$ cat config.mk
export PLATFORM = sky130hd
export DESIGN_NAME = c2f_chunk_checksummer
export DESIGN_NICKNAME = d
export VERILOG_FILES = /design/src/rtl/tlp_xcvr_pkg.sv /design/src/rtl/c2f_chunk_checksummer_cs_fold.sv /design/src/rtl/c2f_chunk_checksummer.sv
export SDC_FILE = /design/constraint.sdc
export NUM_CORES = 1
export LEC_CHECK = 0
export ABC_AREA = 0
export ABC_CLOCK_PERIOD_IN_PS = 4000
export CAP_MARGIN = 10
export CORE_ASPECT_RATIO = 1.5
export CORE_MARGIN = 3
export CORE_UTILIZATION = 51
export DETAILED_ROUTE_END_ITERATION = 12
export GPL_ROUTABILITY_DRIVEN = 0
export PLACE_DENSITY_LB_ADDON = 0.1
export SYNTH_ARGS = -nofsm -noshare
export SYNTH_HDL_FRONTEND = slang
export SYNTH_HIERARCHICAL = 1
export SYNTH_SLANG_ARGS = --single-unit
$ cat constraint.sdc
create_clock -name sysClk -period 4 [get_ports sysClk]
set_input_delay 1.2 -clock sysClk [delete_from_list [all_inputs] [get_ports sysClk]]
set_output_delay 1.2 -clock sysClk [all_outputs]
set_load 0.01 [all_outputs]
$ cat src/rtl/tlp_xcvr_pkg.sv
// Shared TLP transceiver types: C2F ring pointer/offset aliases, checksum modes
// and the chunk-consumer FSM states.
package tlp_xcvr_pkg;

    localparam int C2F_PTR_NBITS     = 3;
    localparam int C2F_CHUNK_NQWORDS = 16;
    localparam int CS_MODE_NBITS     = 2;

    typedef logic [C2F_PTR_NBITS-1:0]             C2FChunkPtr;
    typedef logic [$clog2(C2F_CHUNK_NQWORDS)-1:0] C2FChunkOffset;

    typedef enum logic [CS_MODE_NBITS-1:0] {
        CS_SUM    = 2'd0,
        CS_XOR    = 2'd1,
        CS_ROTXOR = 2'd2,
        CS_RSVD   = 2'd3
    } CsMode;

    typedef enum logic [2:0] {
        IDLE  = 3'd0,
        READ  = 3'd1,
        DRAIN = 3'd2,
        ACK   = 3'd3,
        GUARD = 3'd4
    } ConsumerState;

endpackage

$ cat src/rtl/c2f_chunk_checksummer_cs_fold.sv
// Combinational checksum step: folds one data word into the running checksum.
// The reserved mode folds like a plain sum.
module cs_fold
    import tlp_xcvr_pkg::*;
#(
    parameter int CS_WIDTH = 64
) (
    input  logic [CS_WIDTH-1:0]      i_cs,
    input  logic [CS_WIDTH-1:0]      i_data,
    input  logic [CS_MODE_NBITS-1:0] i_mode,
    output logic [CS_WIDTH-1:0]      o_cs
);

    always_comb begin
        o_cs = i_cs + i_data;
        case (CsMode'(i_mode))
            CS_XOR:    o_cs = i_cs ^ i_data;
            CS_ROTXOR: o_cs = {i_cs[CS_WIDTH-2:0], i_cs[CS_WIDTH-1]} ^ i_data;
            default:   o_cs = i_cs + i_data;
        endcase
    end

endmodule

$ cat src/rtl/c2f_chunk_checksummer.sv
// Drains C2F ring chunks in order, folds each qword into a running checksum and
// releases every chunk with a one-cycle dtAck.
module c2f_chunk_checksummer
    import tlp_xcvr_pkg::*;
#(
    parameter int  PTR_NBITS     = 3,
    parameter int  CHUNK_NQWORDS = 16,
    parameter int  RD_LATENCY    = 1,
    parameter int  CS_WIDTH      = 64,
    localparam int OFF_NBITS     = $clog2(CHUNK_NQWORDS)
) (
    input  logic                     sysClk,
    input  logic                     sysRst_n,
    input  logic [PTR_NBITS-1:0]     wrPtr,
    input  logic [PTR_NBITS-1:0]     rdPtr,
    output logic                     dtAck,
    output logic [OFF_NBITS-1:0]     rdOffset,
    input  logic [CS_WIDTH-1:0]      rdData,
    input  logic [CS_MODE_NBITS-1:0] csMode,
    input  logic                     csReset,
    input  logic [31:0]              countInit,
    output logic [CS_WIDTH-1:0]      csData,
    output logic                     csValid,
    output logic                     busy
);

    localparam logic [RD_LATENCY-1:0] VLD_LAST = RD_LATENCY'(1) << (RD_LATENCY - 1);

    ConsumerState          r_state;
    ConsumerState          w_state_nxt;
    logic [OFF_NBITS-1:0]  r_offset;
    logic [RD_LATENCY-1:0] r_vld;
    logic [CS_WIDTH-1:0]   r_cs;
    logic                  r_cs_valid;
    logic [31:0]           r_remaining;
    logic                  w_issue;
    logic                  w_land;
    logic                  w_drained;
    logic [CS_WIDTH-1:0]   w_cs_nxt;

    // The qword landing this cycle is the last one in flight once only the top bit remains.
    assign w_land    = r_vld[RD_LATENCY-1];
    assign w_drained = (r_vld & ~VLD_LAST) == '0;

    assign rdOffset = r_offset;
    assign busy     = (r_state != IDLE);
    assign csData   = r_cs;
    assign csValid  = r_cs_valid;

    always_ff @(posedge sysClk) begin
        if (!sysRst_n) begin
            r_state  <= IDLE;
            r_offset <= '0;
            r_vld    <= '0;
        end else begin
            r_state <= w_state_nxt;
            r_vld   <= (r_vld << 1) | RD_LATENCY'(w_issue);
            if (w_issue) begin
                r_offset <= r_offset + OFF_NBITS'(1);
            end
        end
    end

    always_comb begin
        w_state_nxt = r_state;
        w_issue     = 1'b0;
        dtAck       = 1'b0;
        case (r_state)
            IDLE: begin
                if (wrPtr != rdPtr) begin
                    w_state_nxt = READ;
                end
            end
            READ: begin
                w_issue = 1'b1;
                if (r_offset == OFF_NBITS'(CHUNK_NQWORDS - 1)) begin
                    w_state_nxt = DRAIN;
                end
            end
            DRAIN: begin
                if (w_drained) begin
                    w_state_nxt = ACK;
                end
            end
            ACK: begin
                dtAck       = 1'b1;
                w_state_nxt = GUARD;
            end
            // Lets the externally advanced rdPtr settle before IDLE tests for empty.
            GUARD:   w_state_nxt = IDLE;
            default: w_state_nxt = IDLE;
        endcase
    end

    cs_fold #(
        .CS_WIDTH (CS_WIDTH)
    ) u_cs_fold (
        .i_cs   (r_cs),
        .i_data (rdData),
        .i_mode (csMode),
        .o_cs   (w_cs_nxt)
    );

    // csReset outranks a qword landing in the same cycle.
    always_ff @(posedge sysClk) begin
        if (!sysRst_n) begin
            r_cs        <= '0;
            r_cs_valid  <= 1'b0;
            r_remaining <= countInit;
        end else if (csReset) begin
            r_cs        <= '0;
            r_cs_valid  <= (countInit == 32'd0);
            r_remaining <= countInit;
        end else if (w_land && (r_remaining != 32'd0)) begin
            r_cs        <= w_cs_nxt;
            r_remaining <= r_remaining - 32'd1;
            if (r_remaining == 32'd1) begin
                r_cs_valid <= 1'b1;
            end
        end
    end

endmodule

**Word level (Yosys, flattened, before mapping)**

Cells that the tools add are included.

- Register bits after elaboration: 105
- Input bits: 107
- Output and inout port bits: 71
- Word-level logic and storage cells: 45

- $add $sub $neg: 3
- Equal/unequal tests: 11
- Muxes and demuxes: 12
- Bitwise gates (word level): 3
- Reduce and logical (&&, ||, !) cells: 10

Operator list:

| operator | count |
|---|---|
| case mux 64 bit (2 select lines) | 1 |
| XOR 64 bit | 2 |
| 2-to-1 mux 32 bit | 3 |
| adder 64 bit | 1 |
| == test 32 x 1 -> 1 bit (second input constant) | 1 |
| logical NOT 32 bit | 1 |
| nonzero test 32 bit | 1 |
| subtractor 32 x 1 -> 32 bit (second input constant) | 1 |
| case mux 3 bit (4 select lines) | 1 |
| == test 3 x 2 -> 1 bit (second input constant) | 2 |
| 2-to-1 mux 3 bit | 2 |
| 2-to-1 mux 1 bit | 5 |
| adder 4 x 1 -> 4 bit (second input constant) | 1 |
| == test 4 bit (second input constant) | 1 |
| != test 2 bit (second input constant) | 2 |
| AND reduction 2 bit | 2 |
| nonzero test 2 bit | 2 |
| == test 3 x 1 -> 1 bit (second input constant) | 1 |
| logical NOT 3 bit | 1 |
| != test 3 x 1 -> 1 bit (second input constant) | 1 |
| != test 3 bit | 1 |
| nonzero test 3 bit | 1 |
| == test 2 x 1 -> 1 bit (second input constant) | 1 |
| == test 2 bit (second input constant) | 1 |
| 3 further kinds | 3 |

**Longest topological paths before layout**

- Depth in word-level cells: 5
- Depth in mapped cells: 15
- Gate-level depth less buffers: 15

**By module**

The synthesis kept the hierarchy.

By module, submodules not included:

| module | instances | cells an instance | area an instance (µm²) | sequential area each (µm²) |
|---|---|---|---|---|
| c2f_chunk_checksummer | 1 | 786 | 6468.7 | 2422.3 |
| cs_fold | 1 | 823 | 5620.4 | 0.0 |

**Least setup slack after synthesis**

No wires, ideal clock.

- Kind: input-to-reg
- Start point: input rdData[0]
- End point: register r_cs[58] (netlist: csData[58])
- Setup time: 0.123 ns
- Arrival time: 4.060 ns
- Required time: 3.877 ns
- Path slack: -0.184 ns
- Stages on the path: 14
- Path buffers: 0
- Cells stage by stage: ha_1 fa_1 a21oi_1 o211ai_1 a211oi_1 nand3_1 a41o_1 a31oi_1 o21ai_0 a21bo_2 a211o_1 and3_1 a32oi_1 nand3_1

- Cells in the longest elaborated chain, start to end: 2

RTL lines:

| element | line | RTL |
|---|---|---|
| start: declaration | c2f_chunk_checksummer.sv:18 | `input logic [CS_WIDTH-1:0] rdData,` |
| adder 64 bit | c2f_chunk_checksummer_cs_fold.sv:19 | `default: o_cs = i_cs + i_data;` |
| case mux 64 bit (2 select lines) | c2f_chunk_checksummer_cs_fold.sv:16 | `case (CsMode'(i_mode))` |
| via w_cs_nxt[58] | c2f_chunk_checksummer.sv:39 | `logic [CS_WIDTH-1:0] w_cs_nxt;` |
| end signal: assignment | c2f_chunk_checksummer.sv:115 | `r_cs <= w_cs_nxt;` |
| end: declaration | c2f_chunk_checksummer.sv:33 | `logic [CS_WIDTH-1:0] r_cs;` |

The timed path passes the listed nets, and every way through them passes these cells.
A chain may end at the register's enable or synchronous reset.

**Worst setup path in the final report**

- Start point: input rdData[13]
- End point: register r_cs[49] (netlist: csData[49])

Same word-level chain as after synthesis.

==> flow_metrics.tcl <==
set metrics [dict create \
    status "completed" \
    avgRoutedWirePerCell_um 19.0 \
    synth.cell_area_sq_um 12100 \
    overflow 0 \
    crit_slowest_cell "or3b_4" \
    start_kind "primary input" \
    p_leak_nw 7.09 \
    synth_cell_type_count 81 \
    synth_cells 1609 \
    clk_transition_reported_paths_ns 0.08 \
    cts_tree "done" \
    core.rowCount 68 \
    drtIter0Drc 977 \
    fin_cells 2248 \
    yosysSeqAreaShare_pct 20.0 \
    antenna_found_initial 0 \
    worst-path-buf-inv 1 \
    maxCapViolations 0 \
    cp_data_arrival_time_ns 4.19 \
    reg2reg_setup_slack_ns 0.49 \
    ir_worst_vdd_v 0.000232 \
    synth_top_area_share_pct 12.1 \
    grt.total_usage_pct 31.2 \
    period_share_pct 98.2 \
    drc 0 \
    cts.sinks 105 \
    cp.required_ns 4.27 \
    async_reset_ff_share_pct 0 \
    total_power_mw 4.00 \
    cp-endpoint "csData[49]$_SDFFE_PP0P_" \
    setup_viol 0 \
    rsz0062_at_grt "yes" \
    synth_ff_type "dfxtp_1" \
    grt_max_degree 116 \
    worst-path-stages 14 \
    layout_min_cycle_time_ns 3.93 \
    htree_levels 3 \
    seq_area_sq_um 2420 \
    hold_viol_final 0 \
    multiInputGateArea_sq_um 9940 \
    fill_cells 1850 \
    r2r_start "csData[16]$_SDFFE_PP0P_" \
    clock_latency_ns 0.38 \
    avgSynthCellArea_sq_um 7.51 \
    io_buffers 177 \
    synth_seq_cells 105 \
    cp-end-kind "flip-flop" \
    drtPass1Iterations 6 \
    fmax_mhz 255 \
    nets 2103 \
    post-place-cells 2208 \
    cp_top_family "compound AO/OA/AOI/OAI gates" \
    path_cells "clkbuf_2, ha_4, a21o_2, a211oi_2, or3b_4, a21oi_4, o31a_4, o21ai_4, a21o_2, a21o_2, a221o_1, and3_4, a32oi_1, nand3_1" \
    setup_tns_ns 0 \
    synth_area_leaders "dfxtp_1 (12%), edfxtp_1 (7.9%), o21ai_0 (7.1%)" \
    grt_pass1_vias 13624 \
    cts_buffers 9 \
    yosysWarnings 6 \
    pin_count 178 \
    fp.coreArea_sq_um 23100 \
    via_per_inst 6.25 \
    detail-route-antenna-nets 0 \
    hpwl_um 29200 \
    diodes 0 \
    die_area_sq_um 25600 \
    hp-class "flip-flop to flip-flop" \
    initial_core_util_pct 52.2 \
    crit_top_cell "a21o_2" \
    crit_start "rdData[13]" \
    rr_worst_depth 14 \
    slew_headroom_pct 34.9 \
    synth_nets 1784 \
    synth_edf_count 32 \
    clock_path_buffers 2 \
    crit_fanout 5 \
    p_per_area_nw_per_um2 236 \
    die_x_um 132 \
    vias 14060 \
    reg2reg_to "csData[49]$_SDFFE_PP0P_" \
    root_buffer "clkbuf_16" \
    routed_wirelength_um 42700 \
    synth_area_leader_cell "dfxtp_1" \
    area_delta_synth_final_pct 40.2 \
    die_h_um 195 \
    drive_above_1_share_pct 22.3 \
    clock_skew_ns 0.0149 \
    critPathKind "primary input to flip-flop" \
    grt_pass1_wl_um 67300 \
    slew_violations 0 \
    critPathMaxStageDelay_ns 0.45 \
    hold_ws_ns 0.503 \
    tightest_slew_ns 0.976 \
]
## cells in the mapped netlist (all sizes together) (5+ instances only)
| master | number |
|---|---|
| and2 | 12 |
| xnor2 | 60 |
| a21oi | 77 |
| or4 | 75 |
| nand4b | 5 |
| nor4 | 20 |
| nor3 | 15 |
| a32oi | 64 |
| dfxtp | 73 |
| nor2 | 53 |
| edfxtp | 32 |
| and3 | 71 |
| a21o | 40 |
| a31oi | 21 |
| buf | 19 |
| nand2b | 9 |
| nand3 | 95 |
| o31ai | 14 |
| o21bai | 13 |
| xor2 | 76 |
| o211ai | 8 |
| nand2 | 188 |
| o21ai | 176 |
| a211oi | 7 |
| nor2b | 10 |
| ha | 67 |
| clkbuf | 117 |
| or3 | 15 |
| inv | 20 |
| a21boi | 10 |
| mux2i | 65 |
| nand4 | 27 |
## cells in the final DEF (no fill, tap or decap), types with 11 or more instances in the layout
master           count
a21o_1              36
a21oi_1             61
a21oi_2             14
a31oi_1             20
a32oi_1             64
and3_1              70
buf_4              260
clkbuf_2            14
clkdlybuf4s50_1    135
dfxtp_1             72
dlymetal6s2s_1      18
edfxtp_1            32
ha_1                26
ha_4                40
inv_1               19
mux2i_1             65
nand2_1            187
nand3_1             91
nand4_1             25
nor2_1              52
nor4_1              13
o21ai_0            156
o21ai_1             13
o21bai_1            12
o31ai_1             11
or3_1               14
or4_1               74
xnor2_1             60
xor2_1              76
## worst min path at each step
stage | from | end | depth (start not counted) | slack (ns)
2_1_floorplan | r_state[0]$_SDFFE_PN0P_ | r_state[0]$_SDFFE_PN0P_ | 1 | 0.47
3_3_place_gp | csValid$_SDFFE_PN0P_ | csValid$_SDFFE_PN0P_ | 1 | 0.48
3_5_place_dp | csValid$_SDFFE_PN0P_ | csValid$_SDFFE_PN0P_ | 1 | 0.49
4_1_cts | csValid$_SDFFE_PN0P_ | csValid$_SDFFE_PN0P_ | 1 | 0.50
5_1_grt | csValid$_SDFFE_PN0P_ | csValid$_SDFFE_PN0P_ | 1 | 0.52
6_report | csValid$_SDFFE_PN0P_ | csValid$_SDFFE_PN0P_ | 1 | 0.50
## metrics by stage
step / area [sq um] / worst slack (ns) / utilization [%]
finish: 17000 / 0.0707 / 73.3
global route: 17000 / -0.0551 / 73.3
CTS: 16400 / 0.00563 / 70.8
detailed placement: 15700 / -0.975 / 67.7
global placement: 15700 / -0.873 / 67.7
floorplan: 12100 / -0.0190 / -
## routing by layer
layer  track usage, %  wire [um]  up-vias
li1                 -          -     6708
met1             33.1      15800     6708
met2             58.0      22800      507
met3             4.35       1970      137
met4             18.6       2090        0
met5                0          0        -
## layout make-up
class	instances	area share (%)
Timing Repair Buffer	444	22.4
Clock inverter	6	0.399
Tap cell	315	2.32
Multi-Input combinational cell	1348	58.6
Sequential cell	105	14.3
Clock buffer	10	1.48
Inverter	20	0.443
## cell families (layout without fill, tap and decap cells)
kind of cell | Yosys count | in the layout | share of synthesized area [%]
xor+xnor | 136 | 136 | 9.85
buf+inv | 156 | 480 | 5.05
simple gates | 615 | 615 | 27.7
flops | 105 | 105 | 20.0
mux | 65 | 65 | 5.38
compound gates | 464 | 464 | 24.8
fa+ha+maj | 68 | 68 | 7.10
## state kept, by name (all words and copies together), names as in the netlist
signal       cells
csValid          1
rdOffset         4
r_vld            1
csData          64
r_state          3
r_remaining     32
## where the power goes
part / internal [mW] / total (mW) / switching [mW] / leakage, nW
registers: 1.18 / 1.32 / 0.136 / 0.923
clock network: 0.531 / 1.02 / 0.485 / 0.155
logic: 0.826 / 1.67 / 0.844 / 6.01
total: 2.54 / 4.00 / 1.46 / 7.09
## what timing repair did
action / CTS / global route
buffers inserted: 11 / 13
gates resized for setup: 78 / 137
hold buffers: 0 / 0
endpoints found under the setup margin: 38 / 32
pin swaps: 32 / 70
No activity file was read; power rests on OpenSTA's default activity.
==> patch (config.mk and constraints unchanged) <==
The parameter `RD_LATENCY` goes from 1 to 2.
--- a/src/rtl/c2f_chunk_checksummer.sv
+++ b/src/rtl/c2f_chunk_checksummer.sv
@@ -6,5 +6,5 @@
     parameter int  PTR_NBITS     = 3,
     parameter int  CHUNK_NQWORDS = 16,
-    parameter int  RD_LATENCY    = 1,
+    parameter int  RD_LATENCY    = 2,
     parameter int  CS_WIDTH      = 64,
     localparam int OFF_NBITS     = $clog2(CHUNK_NQWORDS)
Formal check against the unedited RTL: not equivalent (Yosys sat finds a counterexample within 4 cycles, from zero or initial values and one cycle with sysRst_n low).
==> patch against the unedited design <==
Sequential cell count is 1 higher; power is 11% lower; area after synthesis is 0.36% higher; worst setup slack worse by 20 ps; final area is 0.18% higher; critical path depth is 4 higher; routed wire length is 1.6% higher; count of clock-buffer cells in the layout stayed put; highest routed layer unchanged.
==> patch: results (changes against the unedited design) <==
Outcome
  • Status: finished clean

Worst setup path
  • Worst r2r dst: csData[61]
  • CP max stage cell: o31ai_4
  • Worst R2R Path Depth: 17 (+3)
  • R2R Setup Slk: 560 ps (+70 ps)
  • CP max stage delay: 400 ps (-50 ps)
  • Crit path DAT: 4200 ps (about the same)
  • Crit Path Max Fanout: 3 (-2)

Global routing
  • First-pass GRT wire length: 68.7 mm (+2.0%)
  • Largest net degree at the start of global routing: 130 (+12%)
  • Gr usage total: 31.9% (+0.66 points)

Cells and area
  • Inverters, non-clock: 20 (unchanged)
  • Sequential share of cell area: 14.4% (+0.093 points)
  • Final nets: 2125 (+1.0%)
  • Clock-cell share: 1.86% (-0.011 points)
  • Fraction of area in non-clock buffers: 22.7% (+0.29 points)
  • Nonclk buf count: 450 (+1.4%)
  • Share of cells above drive strength 1: 21.8% (-0.46 points)
  • #MultiIn Comb: 1363 (+1.1%)
  • FILL cells: 1834 (-0.86%)
  • FFs & Latches: 106 (+0.95%)
  • Multi-input gate area: 9890 um^2 (-0.45%)
  • Util after Layout: 73.1% (-0.14 points)

Synthesis
  • Post-Synth XOR/XNOR Area: 9.75% (-0.11 points)
  • Distinct cells, synth: 77 (-4.9%)
  • Register area share after synthesis: 20.1% (+0.093 points)
  • Adder-cell share of the synthesized area: 7.07% (-0.026 points)
  • Synth top cells by count: nand2_1, o21ai_0, clkbuf_1
  • Syn_nets: 1804 (+1.1%)
  • Syn Inst Count: 1629 (+1.2%)
  • Number of synthesized flops with an enable pin: 32 (unchanged)
  • Synthesized flop and latch total: 106 (+0.95%)
  • Area fraction in compound gates after synthesis: 25.2% (+0.36 points)
  • Synth area leaders: dfxtp_1, edfxtp_1, o21ai_0, ha_1, nand2_1
  • Mux share of post-synthesis cell area: 5.36% (-0.019 points)
  • Async S/R FF share, synth: 0% (unchanged)

Place
  • Place WS: -805 ps (+170 ps)
  • Area after DPL: 15800 um^2 (+0.50%)
  • PortBufs: 177 (unchanged)
  • Hpwl dp: 30.5 mm (+4.6%)

Timing
  • Relative slew slack: 45.2% (+10 points)
  • Clk_skew: 13.6 ps (-1.30 ps)
  • Hold slack: 499 ps (-3.98 ps)

Clock tree
  • # resized after CTS: 90 (+15%)
  • Max Buffers Root-to-Sink: 2 (unchanged)

Power and ir drop
  • Pint: 0.00236 W (-6.9%)
  • Pleak: 7.02 nW (-1.0%)
  • Gate power share: 35.9% (-5.8 points)
  • PD cells: 211 nW/um^2 (-11%)
  • VDD IR max: 0.218 mV (-6.0%)

Route
  • WL per Instance: 19.1 um (+0.66%)
  • Via-to-Cell Ratio: 6.28 (+0.45%)
  • Via count: 14300 (+1.4%)
  • First DRT Iteration DRCs: 956 (-2.1%)

Min path
  • WHS Endpoint: csValid
  • Hold wc startpoint: csValid
-- patch: cell count changes in the layout (fill, tap and decap cells not counted), moves of 5 or more --
cell | unedited run | this run
xnor2_1 | 60 | 65
nor4_1 | 13 | 18
o21ai_1 | 13 | 8
dlymetal6s2s_1 | 18 | 13
nor3_1 | 10 | 16
xor2_1 | 76 | 69
buf_4 | 260 | 267
-- patch: how the worst max path moves through the flow --
stage	start	cells past startpoint	to	slack, ps
floorplan	rdData[7]	14	csData[49]	3
global placement	rdData[0]	15	csData[58]	-790
detailed placement	rdData[0]	16	csData[48]	-800
CTS	rdData[22]	15	csData[49]	3
global route	rdData[8]	17	csData[57]	-90
finish	rdData[8]	18	csData[61]	50
-- patch: metal layers --
| layer | vias to the layer above | global-route usage [%] | share of wire, % |
|---|---|---|---|
| li1 | 6787 | - | - |
| met1 | 6776 | 33.1 | 36 |
| met2 | 533 | 60.1 | 53 |
| met3 | 165 | 4.19 | 4.9 |
| met4 | 0 | 19.2 | 6.0 |
| met5 | - | 0 | 0 |
